### src/rtl/led_rotate_monitor.sv
// led_rotate_monitor
// Watches an 8-bit rotating LED pattern. The first accepted step sets the
// rotation direction. Each later step in that direction is counted and timed.
// Sticky flags record illegal pattern jumps and out-of-tolerance step timing.
module led_rotate_monitor #(
    parameter int unsigned CLK_FREQ    = 25_000_000,
    parameter int unsigned STEP_CYCLES = CLK_FREQ / 4,
    parameter int unsigned TOL         = 16
) (
    input  logic        clk,
    input  logic        rst,
    input  logic        clear,
    input  logic [7:0]  leds_in,
    output logic        locked,
    output logic        dir,
    output logic [15:0] step_count,
    output logic [31:0] last_interval,
    output logic        rot_error,
    output logic        timing_error
);

    typedef enum logic [1:0] {
        S_IDLE  = 2'd0,
        S_ARMED = 2'd1,
        S_TRACK = 2'd2
    } state_t;

    // Interval bounds are kept 33 bits wide so that gap+1 never wraps in a compare.
    localparam logic [32:0] LO_LIMIT    = 33'(STEP_CYCLES) - 33'(TOL);
    localparam logic [32:0] HI_LIMIT    = 33'(STEP_CYCLES) + 33'(TOL);
    localparam logic [32:0] STALL_LIMIT = HI_LIMIT + 33'd1;

    state_t      r_state;
    state_t      w_state_nxt;
    logic [7:0]  r_ref;
    logic [7:0]  w_ref_nxt;
    logic [31:0] r_gap;
    logic [31:0] w_gap_nxt;
    logic        r_dir;
    logic        w_dir_nxt;
    logic [15:0] r_step_count;
    logic [15:0] w_step_count_nxt;
    logic [31:0] r_last_interval;
    logic [31:0] w_last_interval_nxt;
    logic        r_rot_error;
    logic        w_rot_error_nxt;
    logic        r_timing_error;
    logic        w_timing_error_nxt;

    logic [7:0]  w_rotl;
    logic [7:0]  w_rotr;
    logic        w_change;
    logic        w_dir_match;
    logic [32:0] w_gap_p1;
    logic [31:0] w_gap_sat;
    logic [15:0] w_count_inc;

    assign w_rotl      = {r_ref[6:0], r_ref[7]};
    assign w_rotr      = {r_ref[0], r_ref[7:1]};
    assign w_change    = (r_state != S_IDLE) && (leds_in != r_ref);
    assign w_dir_match = r_dir ? (leds_in == w_rotr) : (leds_in == w_rotl);
    assign w_gap_p1    = {1'b0, r_gap} + 33'd1;
    assign w_gap_sat   = (&r_gap) ? r_gap : w_gap_p1[31:0];
    assign w_count_inc = (&r_step_count) ? r_step_count : r_step_count + 16'd1;

    assign locked        = (r_state == S_TRACK);
    assign dir           = r_dir;
    assign step_count    = r_step_count;
    assign last_interval = r_last_interval;
    assign rot_error     = r_rot_error;
    assign timing_error  = r_timing_error;

    // State and datapath registers; rst forces everything to its idle value.
    always_ff @(posedge clk or posedge rst) begin
        if (rst) begin
            r_state         <= S_IDLE;
            r_ref           <= '0;
            r_gap           <= '0;
            r_dir           <= 1'b0;
            r_step_count    <= '0;
            r_last_interval <= '0;
            r_rot_error     <= 1'b0;
            r_timing_error  <= 1'b0;
        end else begin
            r_state         <= w_state_nxt;
            r_ref           <= w_ref_nxt;
            r_gap           <= w_gap_nxt;
            r_dir           <= w_dir_nxt;
            r_step_count    <= w_step_count_nxt;
            r_last_interval <= w_last_interval_nxt;
            r_rot_error     <= w_rot_error_nxt;
            r_timing_error  <= w_timing_error_nxt;
        end
    end

    // Next-state logic: acquire the pattern, learn the direction, then track steps and timing.
    always_comb begin
        w_state_nxt         = r_state;
        w_ref_nxt           = r_ref;
        w_gap_nxt           = w_gap_sat;
        w_dir_nxt           = r_dir;
        w_step_count_nxt    = r_step_count;
        w_last_interval_nxt = r_last_interval;
        w_rot_error_nxt     = r_rot_error;
        w_timing_error_nxt  = r_timing_error;

        if (clear) begin
            // clear has priority over a change sampled on the same edge.
            w_state_nxt         = S_IDLE;
            w_ref_nxt           = '0;
            w_gap_nxt           = '0;
            w_dir_nxt           = 1'b0;
            w_step_count_nxt    = '0;
            w_last_interval_nxt = '0;
            w_rot_error_nxt     = 1'b0;
            w_timing_error_nxt  = 1'b0;
        end else begin
            if (w_change) begin
                w_ref_nxt = leds_in;
                w_gap_nxt = '0;
            end

            case (r_state)
                S_IDLE: begin
                    w_ref_nxt   = leds_in;
                    w_gap_nxt   = '0;
                    w_state_nxt = S_ARMED;
                end

                S_ARMED: begin
                    if (w_change) begin
                        // A left rotation is preferred when both directions match (e.g. 55 -> AA).
                        if (leds_in == w_rotl) begin
                            w_dir_nxt        = 1'b0;
                            w_step_count_nxt = w_count_inc;
                            w_state_nxt      = S_TRACK;
                        end else if (leds_in == w_rotr) begin
                            w_dir_nxt        = 1'b1;
                            w_step_count_nxt = w_count_inc;
                            w_state_nxt      = S_TRACK;
                        end else begin
                            w_rot_error_nxt = 1'b1;
                        end
                    end
                end

                S_TRACK: begin
                    if (w_change) begin
                        if (w_dir_match) begin
                            w_step_count_nxt    = w_count_inc;
                            w_last_interval_nxt = w_gap_sat;
                            if ((w_gap_p1 < LO_LIMIT) || (w_gap_p1 > HI_LIMIT)) begin
                                w_timing_error_nxt = 1'b1;
                            end
                        end else begin
                            w_rot_error_nxt = 1'b1;
                            w_state_nxt     = S_ARMED;
                        end
                    end else if (w_gap_p1 == STALL_LIMIT) begin
                        w_timing_error_nxt = 1'b1;
                    end
                end

                default: begin
                    w_state_nxt = S_IDLE;
                end
            endcase
        end
    end

endmodule

### config.mk
export PLATFORM = sky130hd
export DESIGN_NAME = led_rotate_monitor
export DESIGN_NICKNAME = d
export VERILOG_FILES = /design/src/rtl/led_rotate_monitor.sv
export SDC_FILE = /design/constraint.sdc
export NUM_CORES = 1
export LEC_CHECK = 0
export ABC_AREA = 1
export BUFFER_PORTS_ARGS = -buffer_cell sky130_fd_sc_hd__clkbuf_2
export CORE_UTILIZATION = 40
export CTS_CLUSTER_SIZE = 40
export DETAILED_ROUTE_END_ITERATION = 16
export REMOVE_ABC_BUFFERS = 1
export SLEW_MARGIN = 20
export SYNTH_ARGS = -nofsm -noshare
export SYNTH_HDL_FRONTEND = slang
export SYNTH_SLANG_ARGS = --single-unit
### constraint.sdc
create_clock -name clk -period 7.8 [get_ports clk]
set_input_delay 1.17 -clock clk [delete_from_list [all_inputs] [get_ports clk]]
set_output_delay 1.17 -clock clk [all_outputs]
set_load 0.02 [all_outputs]
# Yosys cells after proc, flatten, opt, wreduce, memory -nomap -nowiden
# Cells that the tools add are included.
[op_classes]
n_addsub = 2
magnitude_cmp = 2
eq_ne = 15
mux = 45
n_reduce_logical = 20
[ops]
columns = ["op", "n"]
rows = [
  ["$mux W32", 8],
  ["$mux W16", 7],
  ["$add A32 B1 Y33 const B", 1],
  ["$eq A33 B23 Y1 const B", 1],
  ["$gt A33 B23 Y1 const B", 1],
  ["$lt A33 B23 Y1 const B", 1],
  ["$pmux W16 S2", 1],
  ["$reduce_and A32 Y1", 1],
  ["$mux W8", 3],
  ["$mux W1", 18],
  ["$add A16 B1 Y16 const B", 1],
  ["$eq A8 B8 Y1", 2],
  ["$reduce_and A16 Y1", 1],
  ["$mux W2", 6],
  ["$ne A3 B2 Y1 const B", 4],
  ["$ne A3 B3 Y1 const B", 4],
  ["$reduce_bool A3 Y1", 4],
  ["$reduce_bool A2 Y1", 5],
  ["$ne A8 B8 Y1", 1],
  ["$reduce_and A4 Y1", 2],
  ["$pmux W2 S3", 1],
  ["$reduce_and A3 Y1", 2],
  ["$reduce_and A6 Y1", 1],
  ["$reduce_and A5 Y1", 1],
  ["other kinds (7)", 7],
]
[totals]
ff_bits = 93
wordCells = 92

# Longest topological paths before layout
# Gate-level depths: netlist of the first run.
[depth]
word_depth = 8
ltp_mapped = 17
ltp_nobuf = 17

# Worst setup path before layout of the first run
# OpenSTA, ideal clock, no wires.
[synth_timing]
path_type = "input to register"
startpoint = "input leds_in[3]"
endpoint = "register r_step_count[10], in the netlist step_count[10]"
t_arrival_ns = 2.385
required_ns = 7.679
slack_ns = 5.293
cell_stages = 11
path_buffers = 1
cell_sequence = "xnor2_1 -> nand2_1 -> nor4_2 -> nand2_1 -> o21ai_2 -> inv_2 -> nand2_1 -> nand3_2 -> buf_2 -> nand2_1 -> o21ai_1"
[synth_via]
elab_chain_cells = 5
[synth_lines]
columns = ["item", "line", "source"]
rows = [
  ["start: declaration", "13", "input logic [7:0] leds_in,"],
  ["$eq A8 B8 Y1", "61, 133", ""],
  ["$mux W16", "133", "if (leds_in == w_rotl) begin"],
  ["$mux W16", "131", "if (w_change) begin"],
  ["$pmux W16 S2", "123", "case (r_state)"],
  ["$mux W16", "107", "if (clear) begin"],
  ["end signal: assignment", "89", "r_step_count <= w_step_count_nxt;"],
  ["end: declaration", "41", "logic [15:0] r_step_count;"],
]
# Several ways; a longest one is shown, not always the timed one. The select of a mux whose other input is x is not followed.
# A chain may end at the register's enable or synchronous reset.

# Worst setup path after layout of the first run
[layout_timing]
startpoint = "register r_gap[0]"
endpoint = "register r_timing_error, in the netlist timing_error"
[layout_via]
elab_chain_cells = 5
[layout_lines]
columns = ["item", "line", "source"]
rows = [
  ["start: declaration", "37", "logic [31:0] r_gap;"],
  ["start signal: assignment", "87", "r_gap <= w_gap_nxt;"],
  ["$add A32 B1 Y33 *", "62", "assign w_gap_p1 = {1'b0, r_gap} + 33'd1;"],
  ["$lt A33 B23 Y1 or $gt A33 B23 Y1 (tied branches)", "152", "if ((w_gap_p1 < LO_LIMIT) || (w_gap_p1 > HI_LIMIT)) begin"],
  ["$logic_or A1 B1 Y1", "152", ""],
  ["$ne A3 B2 Y1 (no source line)", "--", ""],
  ["$reduce_and A4 Y1 (no source line) *", "--", ""],
  ["end signal: assignment", "92", "r_timing_error <= w_timing_error_nxt;"],
  ["end: declaration", "47", "logic r_timing_error;"],
]
# Every way passes the cells marked *; elsewhere a longest branch is shown, timed or not.

==> flow_metrics.tcl, run 1 <==
set metrics [dict create \
    status "completed" \
    netlist_instances 753 \
    synth-seq-area-share 0.4234 \
    dr.max_layer_used "met4" \
    grt_use_total 0.2081 \
    cts_made_buffers 9 \
    cts_max_level 3 \
    drv_slew 0 \
    synth_flop_cell "dfrtp_1" \
    yosys-top-cells-count "nand2_1, nor2_1, inv_1" \
    powerDensity_nw_per_um2 177.9 \
    ctsRootBufferMaster "clkbuf_16" \
    drt-initial-drc-count 235 \
    die_h_um 119.2 \
    ctsLongestPathBuffers 2 \
    timing_hold_violations_final 0 \
    end_kind "register" \
    wl_um 13660 \
    wire_per_inst_um 13.76 \
    clkTransAtPathRegs_ps 70 \
    layout.cells.non_filler 993 \
    yosys.area.top_type "dfrtp_1" \
    yosysWarnings 0 \
    place_inst 977 \
    avgViaCountPerCell 4.841 \
    critPathKind "register to register" \
    antenna_cells 0 \
    ys_types 35 \
    fill_cells 1397 \
    synth_edf_count 0 \
    placed_area_um2 5974 \
    grt_overflow 0 \
    via_count 4807 \
    hold_ws_ps 529.4 \
    grt_pass1_vias 4792 \
    coreArea_um2 13350 \
    insertion_delay_ps 360 \
    async_flop_share 1.000 \
    antenna_left 0 \
    cts_sinks 93 \
    hold_class "register to register" \
    drive_above_1_share 0.1457 \
    cts_resized 0 \
    drt_first_pass_iters 5 \
    drc 0 \
    min_period_over_period 0.3740 \
    dp_hpwl_um 10100 \
    antenna_found_initial 0 \
    cap_violations 0 \
    start_kind "register" \
    syn_area_um2 5497 \
    cpMostUsedCell "nand2_1" \
    postSynthAreaPerCell_um2 7.299 \
    port_buffers 62 \
    wl_met2_um 6438 \
    design_area_um2 6292 \
    worst_pin_slew_ps 810.8 \
    period_needed_ps 2917 \
    gp_congestion 0.8960 \
    die_area_um2 14210 \
    worstPathArrival_ps 3150 \
    synthTopCellsByArea "dfrtp_1, nand2_1, nor2_1" \
    fmax_mhz 342.8 \
    fin_util 0.4714 \
    setup_slack_ps 4883 \
    setup_viol 0 \
    post-cts-setup-buffer-count 0 \
    yosysTopAreaCellShare 0.4234 \
    yosysMostFrequentCell "nand2_1" \
    area_delta_synth_final_pct 14.48 \
    cp.required_ps 8030 \
    max_slew_margin 0.4594 \
    nets 826 \
    grt_max_degree 65 \
    ir_drop_mv 0.1159 \
    die-width_um 119.2 \
    p_total_mw 1.119 \
    final.setup_skew_ps 9.975 \
    holdBufCountCts 0 \
    crit_fanout 37 \
    cp_cell_sequence "ha_1 > nand2_2 > nor2_4 > nand3_1 > nor2_2 > nand2_2 > nor2_8 > inv_2 > nand2_1 > nor2_1 > nand2_1 > nor2_1 > nand3_1 > nand2_1 > nand2_1 > a21oi_2" \
    grt_pass1_wl_um 23190 \
    rows 42 \
    worst_path_max_delay_cell "dfrtp_1" \
    cts_tree "built" \
    start_util 0.4118 \
    ios 63 \
    ys_seq_elements 93 \
    fin_tns_setup_ps 0 \
    wl_met3_um 521 \
    slowest_delay_ps 570 \
    grt_setup_unrepaired "false" \
    post-place-ws_ps 4612 \
    leakagePower_nw 2.969 \
    drt-met1-wl_um 6412 \
]
path summary, 6_finish.rpt:
path | startpoint | endpoint | slack [ps] | cells after the start
min in group asynchronous | rst | r_ref[1] | 800 | 2
worst max-delay path | r_gap[0] | timing_error | 4880 | 16
worst min-delay path | last_interval[25] | last_interval[25] | 530 | 2
worst min register to register | last_interval[25] | last_interval[25] | 530 | 2
max in group asynchronous | rst | r_gap[27] | 5810 | 3
worst max register to register | r_gap[0] | timing_error | 4880 | 16
state kept, by name, indices dropped and copies added (netlist names):
register / cells
r_state: 2
r_gap: 32
dir: 1
timing_error: 1
step_count: 16
last_interval: 32
rot_error: 1
r_ref: 8
cells by family (layout without fill, tap and decap cells):
logic type,after synthesis,in the layout,synth area share
compound gates,72,72,0.07558
xor+xnor,46,46,0.07467
fa+ha+maj,3,3,0.006830
buf+inv,132,196,0.09310
flops,93,93,0.4234
simple gates,407,407,0.3264
worst max-delay path: cells and delay by family (launching register included):
family                   cells  cell delay (ps)
adder cells (fa/ha/maj)      1              320
buffers and inverters        1              120
AO/OA/AOI/OAI                1               50
AND/OR/NAND/NOR             13             1720
flip-flops                   1              570
where the power goes:
| group | leakage (nW) | total, mW | switching [mW] | internal (mW) |
|---|---|---|---|---|
| sequential | 1.28 | 0.513 | 0.0175 | 0.495 |
| combinational | 1.53 | 0.137 | 0.0985 | 0.0385 |
| clock | 0.157 | 0.470 | 0.200 | 0.269 |
metal layers:
layer | track usage | up-vias
li1 | - | 2459
met1 | 0.2744 | 2221
met2 | 0.3387 | 108
met3 | 0.03065 | 19
met4 | 0.09098 | 0
met5 | 0 | -
cells in the final DEF (no fill, tap or decap), drive strengths merged, types with 14 or more instances in the layout:
master,netlist,layout
nand2,187,187
inv,113,114
xor2,32,32
xnor2,14,14
o22ai,32,32
nor2,142,142
clkbuf,5,73
o21ai,31,31
nand3,33,33
dfrtp,93,93
layout make-up:
class | count | area [µm²] | share of cell area
timing repair buffer | 66 | 340.3 | 0.05409
inverter | 114 | 429.2 | 0.06820
tap | 176 | 220.2 | 0.03500
clock inverter | 5 | 65.06 | 0.01034
clock buffer | 11 | 252.7 | 0.04017
multi-input combinational | 528 | 2658 | 0.4224
sequential | 93 | 2327 | 0.3699
(Power assumes the default switching activity.)
==> run 2: changes to the inputs <==
- ABC_AREA: 1 -> 0
- clock period: 7.8 -> 2.7 ns (I/O delays scaled with it)
==> run 2 against run 1 <==
Compared with the run above:
- worst setup slack worse by 4700 ps
- sequential cell count stayed put
- cell count is 20% lower
- clock power grew to 2.8 times the previous value
- core utilization is 1.2 points higher
- non-clock buffer count is 25 higher
==> flow_metrics.tcl, run 2 <==
set metrics [dict create \
    status "completed" \
    hold_ws_ps 361.6 \
    drive_above_1_share 0.2121 \
    synth_flop_cell "dfrtp_1" \
    grt_use_met2 0.3062 \
    start_kind "register" \
    drv_slew 0 \
    leakagePower_nw 2.493 \
    ys_seq_elements 93 \
    hold_class "primary input to register" \
    cts_max_level 3 \
    min_period_over_period 0.9294 \
    avgViaCountPerCell 5.274 \
    rows 41 \
    grt_overflow 0 \
    worst_pin_slew_ps 534.5 \
    start_util 0.4094 \
    yosys-top-cells-count "nor2_1, dfrtp_1, xnor2_1" \
    nets 636 \
    layout.cells.non_filler 799 \
    ys_types 61 \
    yosysTopAreaCellShare 0.4523 \
    timing_hold_violations_final 0 \
    synth-seq-area-share 0.4523 \
    cp.required_ps 2920 \
    antenna_left 0 \
    grt_pass1_wl_um 19950 \
    grt_use_total 0.1913 \
    crit_fanout 9 \
    fmax_mhz 398.5 \
    end_kind "register" \
    fill_cells 1203 \
    via_count 4214 \
    gp_congestion 0.8983 \
    setup_slack_ps 190.5 \
    die_h_um 115.4 \
    cpMostUsedCell "nand2_1" \
    placed_area_um2 5727 \
    yosys.area.top_type "dfrtp_1" \
    syn_area_um2 5145 \
    cp_cell_sequence "ha_2 > nand4_4 > or4_1 > or4b_1 > nand2_1 > o211ai_1 > a21o_2 > nand2_1 > o311ai_2" \
    cts_sinks 93 \
    async_flop_share 1.000 \
    grt_setup_unrepaired "false" \
    critical-path-top-delay-family "simple AND/OR/NAND/NOR gates" \
    ctsLongestPathBuffers 2 \
    cts_tree "built" \
    yosysWarnings 0 \
    synthTopCellsByArea "dfrtp_1, xnor2_1, nor2_1" \
    worst_path_max_delay_cell "or4_1" \
    area_delta_synth_final_pct 18.17 \
    top_usage_layer "met2" \
    ir_drop_mv 0.2986 \
    ctsRootBufferMaster "clkbuf_16" \
    design_area_um2 6080 \
    port_buffers 62 \
    cap_violations 0 \
    place_inst 782 \
    mostFrequentLayoutCell "nor2_1" \
    postSynthAreaPerCell_um2 9.287 \
    yosysMostFrequentCell "nor2_1" \
    max_slew_margin 0.6437 \
    insertion_delay_ps 350 \
    dp_hpwl_um 8580 \
    antenna_cells 0 \
    final_cell_mix "nor2_1, dfrtp_1, clkbuf_2" \
    die_area_um2 13320 \
    coreArea_um2 12570 \
    ios 63 \
    setup_viol 0 \
    wl_um 12110 \
    use_met1 0.2607 \
    powerDensity_nw_per_um2 476.4 \
    slowest_delay_ps 520 \
    netlist_instances 554 \
    drc 0 \
    antenna_found_initial 0 \
    clkTransAtPathRegs_ps 60 \
    drt_first_pass_iters 5 \
    worstPathArrival_ps 2730 \
    post-place-ws_ps 30.34 \
    final.setup_skew_ps 7.799 \
    period_needed_ps 2510 \
    synth_edf_count 0 \
    drt-initial-drc-count 242 \
    die-width_um 115.4 \
    grtUsageMet3 0.03609 \
    cp_num_buf_inv 0 \
    critPathKind "register to register" \
    grt_max_degree 42 \
    cts_made_buffers 9 \
    grt_pass1_vias 4033 \
    wire_per_inst_um 15.16 \
]
## run 2: cell types whose count changed after synthesis, sizes merged, moves of 21 or more
cell	previous run	this run
inv	113	10
a211oi	0	26
xor2	32	6
clkbuf	5	26
nor2	142	110
nand2	187	26
xnor2	14	57
o22ai	32	0
## run 2: report_power, final
group          switching [mW]  leakage [nW]  internal [mW]
Combinational          0.0927          1.06         0.0556
Clock                   0.533         0.152          0.793
Sequential             0.0165          1.28           1.41
Total                   0.642          2.49           2.25
## run 2: final cells by class
class | instances | area, µm² | area share
Multi-Input combinational cell | 417 | 2636 | 0.4336
Sequential cell | 93 | 2333 | 0.3838
Timing Repair Buffer | 91 | 543.0 | 0.08932
Clock buffer | 13 | 270.3 | 0.04445
Tap cell | 172 | 215.2 | 0.03540
Clock inverter | 3 | 42.54 | 0.006997
Inverter | 10 | 38.79 | 0.006380
## run 2: layer usage
layer,vias to the layer above,share of wire
met5,-,0
met4,0,0.0071
met3,9,0.035
met2,82,0.47
met1,2034,0.49
li1,2089,-
## run 2: final timing paths
kind / end / depth (start not counted) / slack, ps / startpoint
max in group asynchronous: r_ref[6] / 4 / 1530 / rst
min in group asynchronous: last_interval[4] / 3 / 530 / rst
setup reg to reg: timing_error / 9 / 190 / r_gap[0]
setup / recovery: timing_error / 9 / 190 / r_gap[0]
hold / removal: r_ref[7] / 2 / 360 / leds_in[7]
hold reg to reg: rot_error / 2 / 510 / rot_error
## run 2: logic make-up after synthesis
group | synth area share
AOI/OAI and AO/OA | 0.1029
xor gates and xnor gates | 0.1072
adders and majority gates | 0.007296
buffers and inverters | 0.04085
muxes | 0.007782
and+or+nand+nor | 0.2816
DFF | 0.4523
## run 2: metrics by stage
step | utilization | power [mW] | TNS [ps]
after global placement | 0.4557 | 1.594 | 0
after detailed placement | 0.4557 | 1.599 | 0
final | 0.4837 | 2.897 | 0
after CTS | 0.4813 | 2.926 | 0
after global routing | 0.4837 | 2.998 | 0
after floorplan | - | 1.532 | -13290
## run 2: what timing repair did
action                                  4_1_cts  5_1_grt
hold buffers                                  1        0
buffers inserted                              0        0
endpoints found under the setup margin        0        1
gates resized for setup                       0       10
endpoints found under the hold margin        15        0
==> run 3: changes to the inputs <==
- BUFFER_PORTS_ARGS: -buffer_cell sky130_fd_sc_hd__clkbuf_2 -> -buffer_cell sky130_fd_sc_hd__buf_2
- CORE_ASPECT_RATIO: not set -> 1.25
==> run 3 against run 2 <==
Compared with the run above:
- clock-buffer cell count unchanged
- register-to-register slack got worse by 30 ps
- first-iteration DRC count decreased by 40%
- routed wire length decreased by 2.5%
- hold slack got worse by 210 ps
- sequential share of layout area increased by 0.40 points
- highest routed layer unchanged
- cell count decreased by 1.5%
- combinational power about the same
- maximum frequency decreased by 1.1%
- largest cell class unchanged
- sequential cell count unchanged
==> flow_metrics.tcl, run 3 (synthesized netlist as in run 2, its figures left out) <==
set metrics [dict create \
    grt_pass1_vias 4140 \
    cts_tree "built" \
    drc 0 \
    dp_hpwl_um 8623 \
    powerDensity_nw_per_um2 451.8 \
    cts_sinks 93 \
    reg2reg_slack_ps 160 \
    drive_above_1_share 0.2151 \
    rows 45 \
    mostFrequentLayoutCell "nor2_1" \
    grt_pass1_wl_um 19980 \
    design_area_um2 6026 \
    placed_area_um2 5709 \
    slowest_delay_ps 540 \
    final_cell_mix "nor2_1, dfrtp_1, buf_2" \
    setup_slack_ps 163.0 \
    crit_fanout 9 \
    wire_per_inst_um 15.00 \
    grt_max_degree 48 \
    ir_drop_mv 0.2815 \
    area_delta_synth_final_pct 17.12 \
    drt_first_pass_iters 4 \
    layout.cells.non_filler 787 \
    antenna_cells 0 \
    cp.required_ps 2900 \
    r2r_start "r_gap[1]" \
    max_slew_margin 0.5415 \
    fin_tns_setup_ps 0 \
    critical-path-top-delay-family "simple AND/OR/NAND/NOR gates" \
    timing_hold_violations_final 0 \
    grt_overflow 0 \
    hold_ws_ps 152.3 \
    cap_violations 0 \
    fill_cells 1207 \
    period_needed_ps 2537 \
    coreArea_um2 12330 \
    nets 634 \
    min_period_over_period 0.9396 \
    ios 63 \
    gp_congestion 0.8489 \
    fmax_mhz 394.2 \
    antenna_left 0 \
    antenna_found_initial 0 \
    worst_pin_slew_ps 687.0 \
    start_util 0.4173 \
    worst_path_max_delay_cell "or4_1" \
    die-width_um 103.4 \
    drv_slew 0 \
    r2r-end "timing_error" \
    grt_setup_unrepaired "false" \
    place_inst 773 \
    drt-initial-drc-count 146 \
    reg2reg_depth 9 \
    post-place-ws_ps -3.314 \
    die_h_um 128.8 \
    hold_class "primary input to asynchronous set/reset pin" \
    via_count 4208 \
    leakagePower_nw 2.506 \
    cp_cell_sequence "ha_1 > nand4_4 > or4_1 > or4b_1 > nand2_1 > o211ai_1 > a21o_2 > nand2_1 > o311ai_2" \
    wl_um 11810 \
    crit_cells 9 \
    die_area_um2 13320 \
    insertion_delay_ps 330 \
    final.setup_skew_ps 8.155 \
    cts_max_level 3 \
    start_kind "register" \
    cp_num_buf_inv 0 \
    ctsRootBufferMaster "clkbuf_16" \
    worstPathArrival_ps 2740 \
    end_kind "register" \
    fin_util 0.4887 \
    critPathKind "register to register" \
    setup_viol 0 \
    clkTransAtPathRegs_ps 60 \
    p_total_mw 2.723 \
    ctsLongestPathBuffers 2 \
    cts_made_buffers 9 \
    status "completed" \
    holdBufCountCts 0 \
    avgViaCountPerCell 5.347 \
    port_buffers 62 \
    grt_use_total 0.1920 \
    cpMostUsedCell "nand2_1" \
]
[run 3: how the worst max path moves through the flow]
| stage | slack, ps | start | to |
|---|---|---|---|
| after global routing | 20 | r_gap[19] | timing_error |
| final | 160 | r_gap[1] | timing_error |
| after global placement | 140 | r_gap[1] | timing_error |
| after CTS | 20 | r_gap[4] | timing_error |
| after floorplan | -500 | r_state[1] | timing_error |
| after detailed placement | -3 | r_gap[1] | timing_error |
[run 3: worst reg2reg max path: cells and delay by family (launching register included)]
kind,cells,cell delay [ps]
adder cells (fa/ha/maj),1,230
AND/OR/NAND/NOR,5,1370
AO/OA/AOI/OAI,3,400
flip-flops,1,410
[run 3: what timing repair did]
item | CTS | global route
endpoints found under the setup margin | 1 | 2
resized for setup | 3 | 13
pin swaps | 0 | 1
setup buffers | 0 | 0
[run 3: where the power goes]
part	leakage (nW)	internal, mW	switching, mW
Combinational	1.11	0.0532	0.0915
Sequential	1.27	1.41	0.0160
Clock	0.128	0.665	0.490
Total	2.51	2.12	0.598
[run 3: final cells by class]
class | instances | area (µm²) | share of cell area
Multi-Input combinational cell | 417 | 2651 | 0.4400
Sequential cell | 93 | 2337 | 0.3879
Timing Repair Buffer | 89 | 525.5 | 0.08721
Clock buffer | 13 | 260.3 | 0.04319
Tap cell | 164 | 205.2 | 0.03405
Inverter | 10 | 38.79 | 0.006437
Clock inverter | 1 | 7.507 | 0.001246
[run 3: layer usage]
metal  up-vias  track usage  wire [µm]
met5         -            0          0
met2        66       0.3257       5961
met4         0      0.06048        180
met3        15      0.04726        417
met1      2046       0.2380       5248
li1       2081            -          -
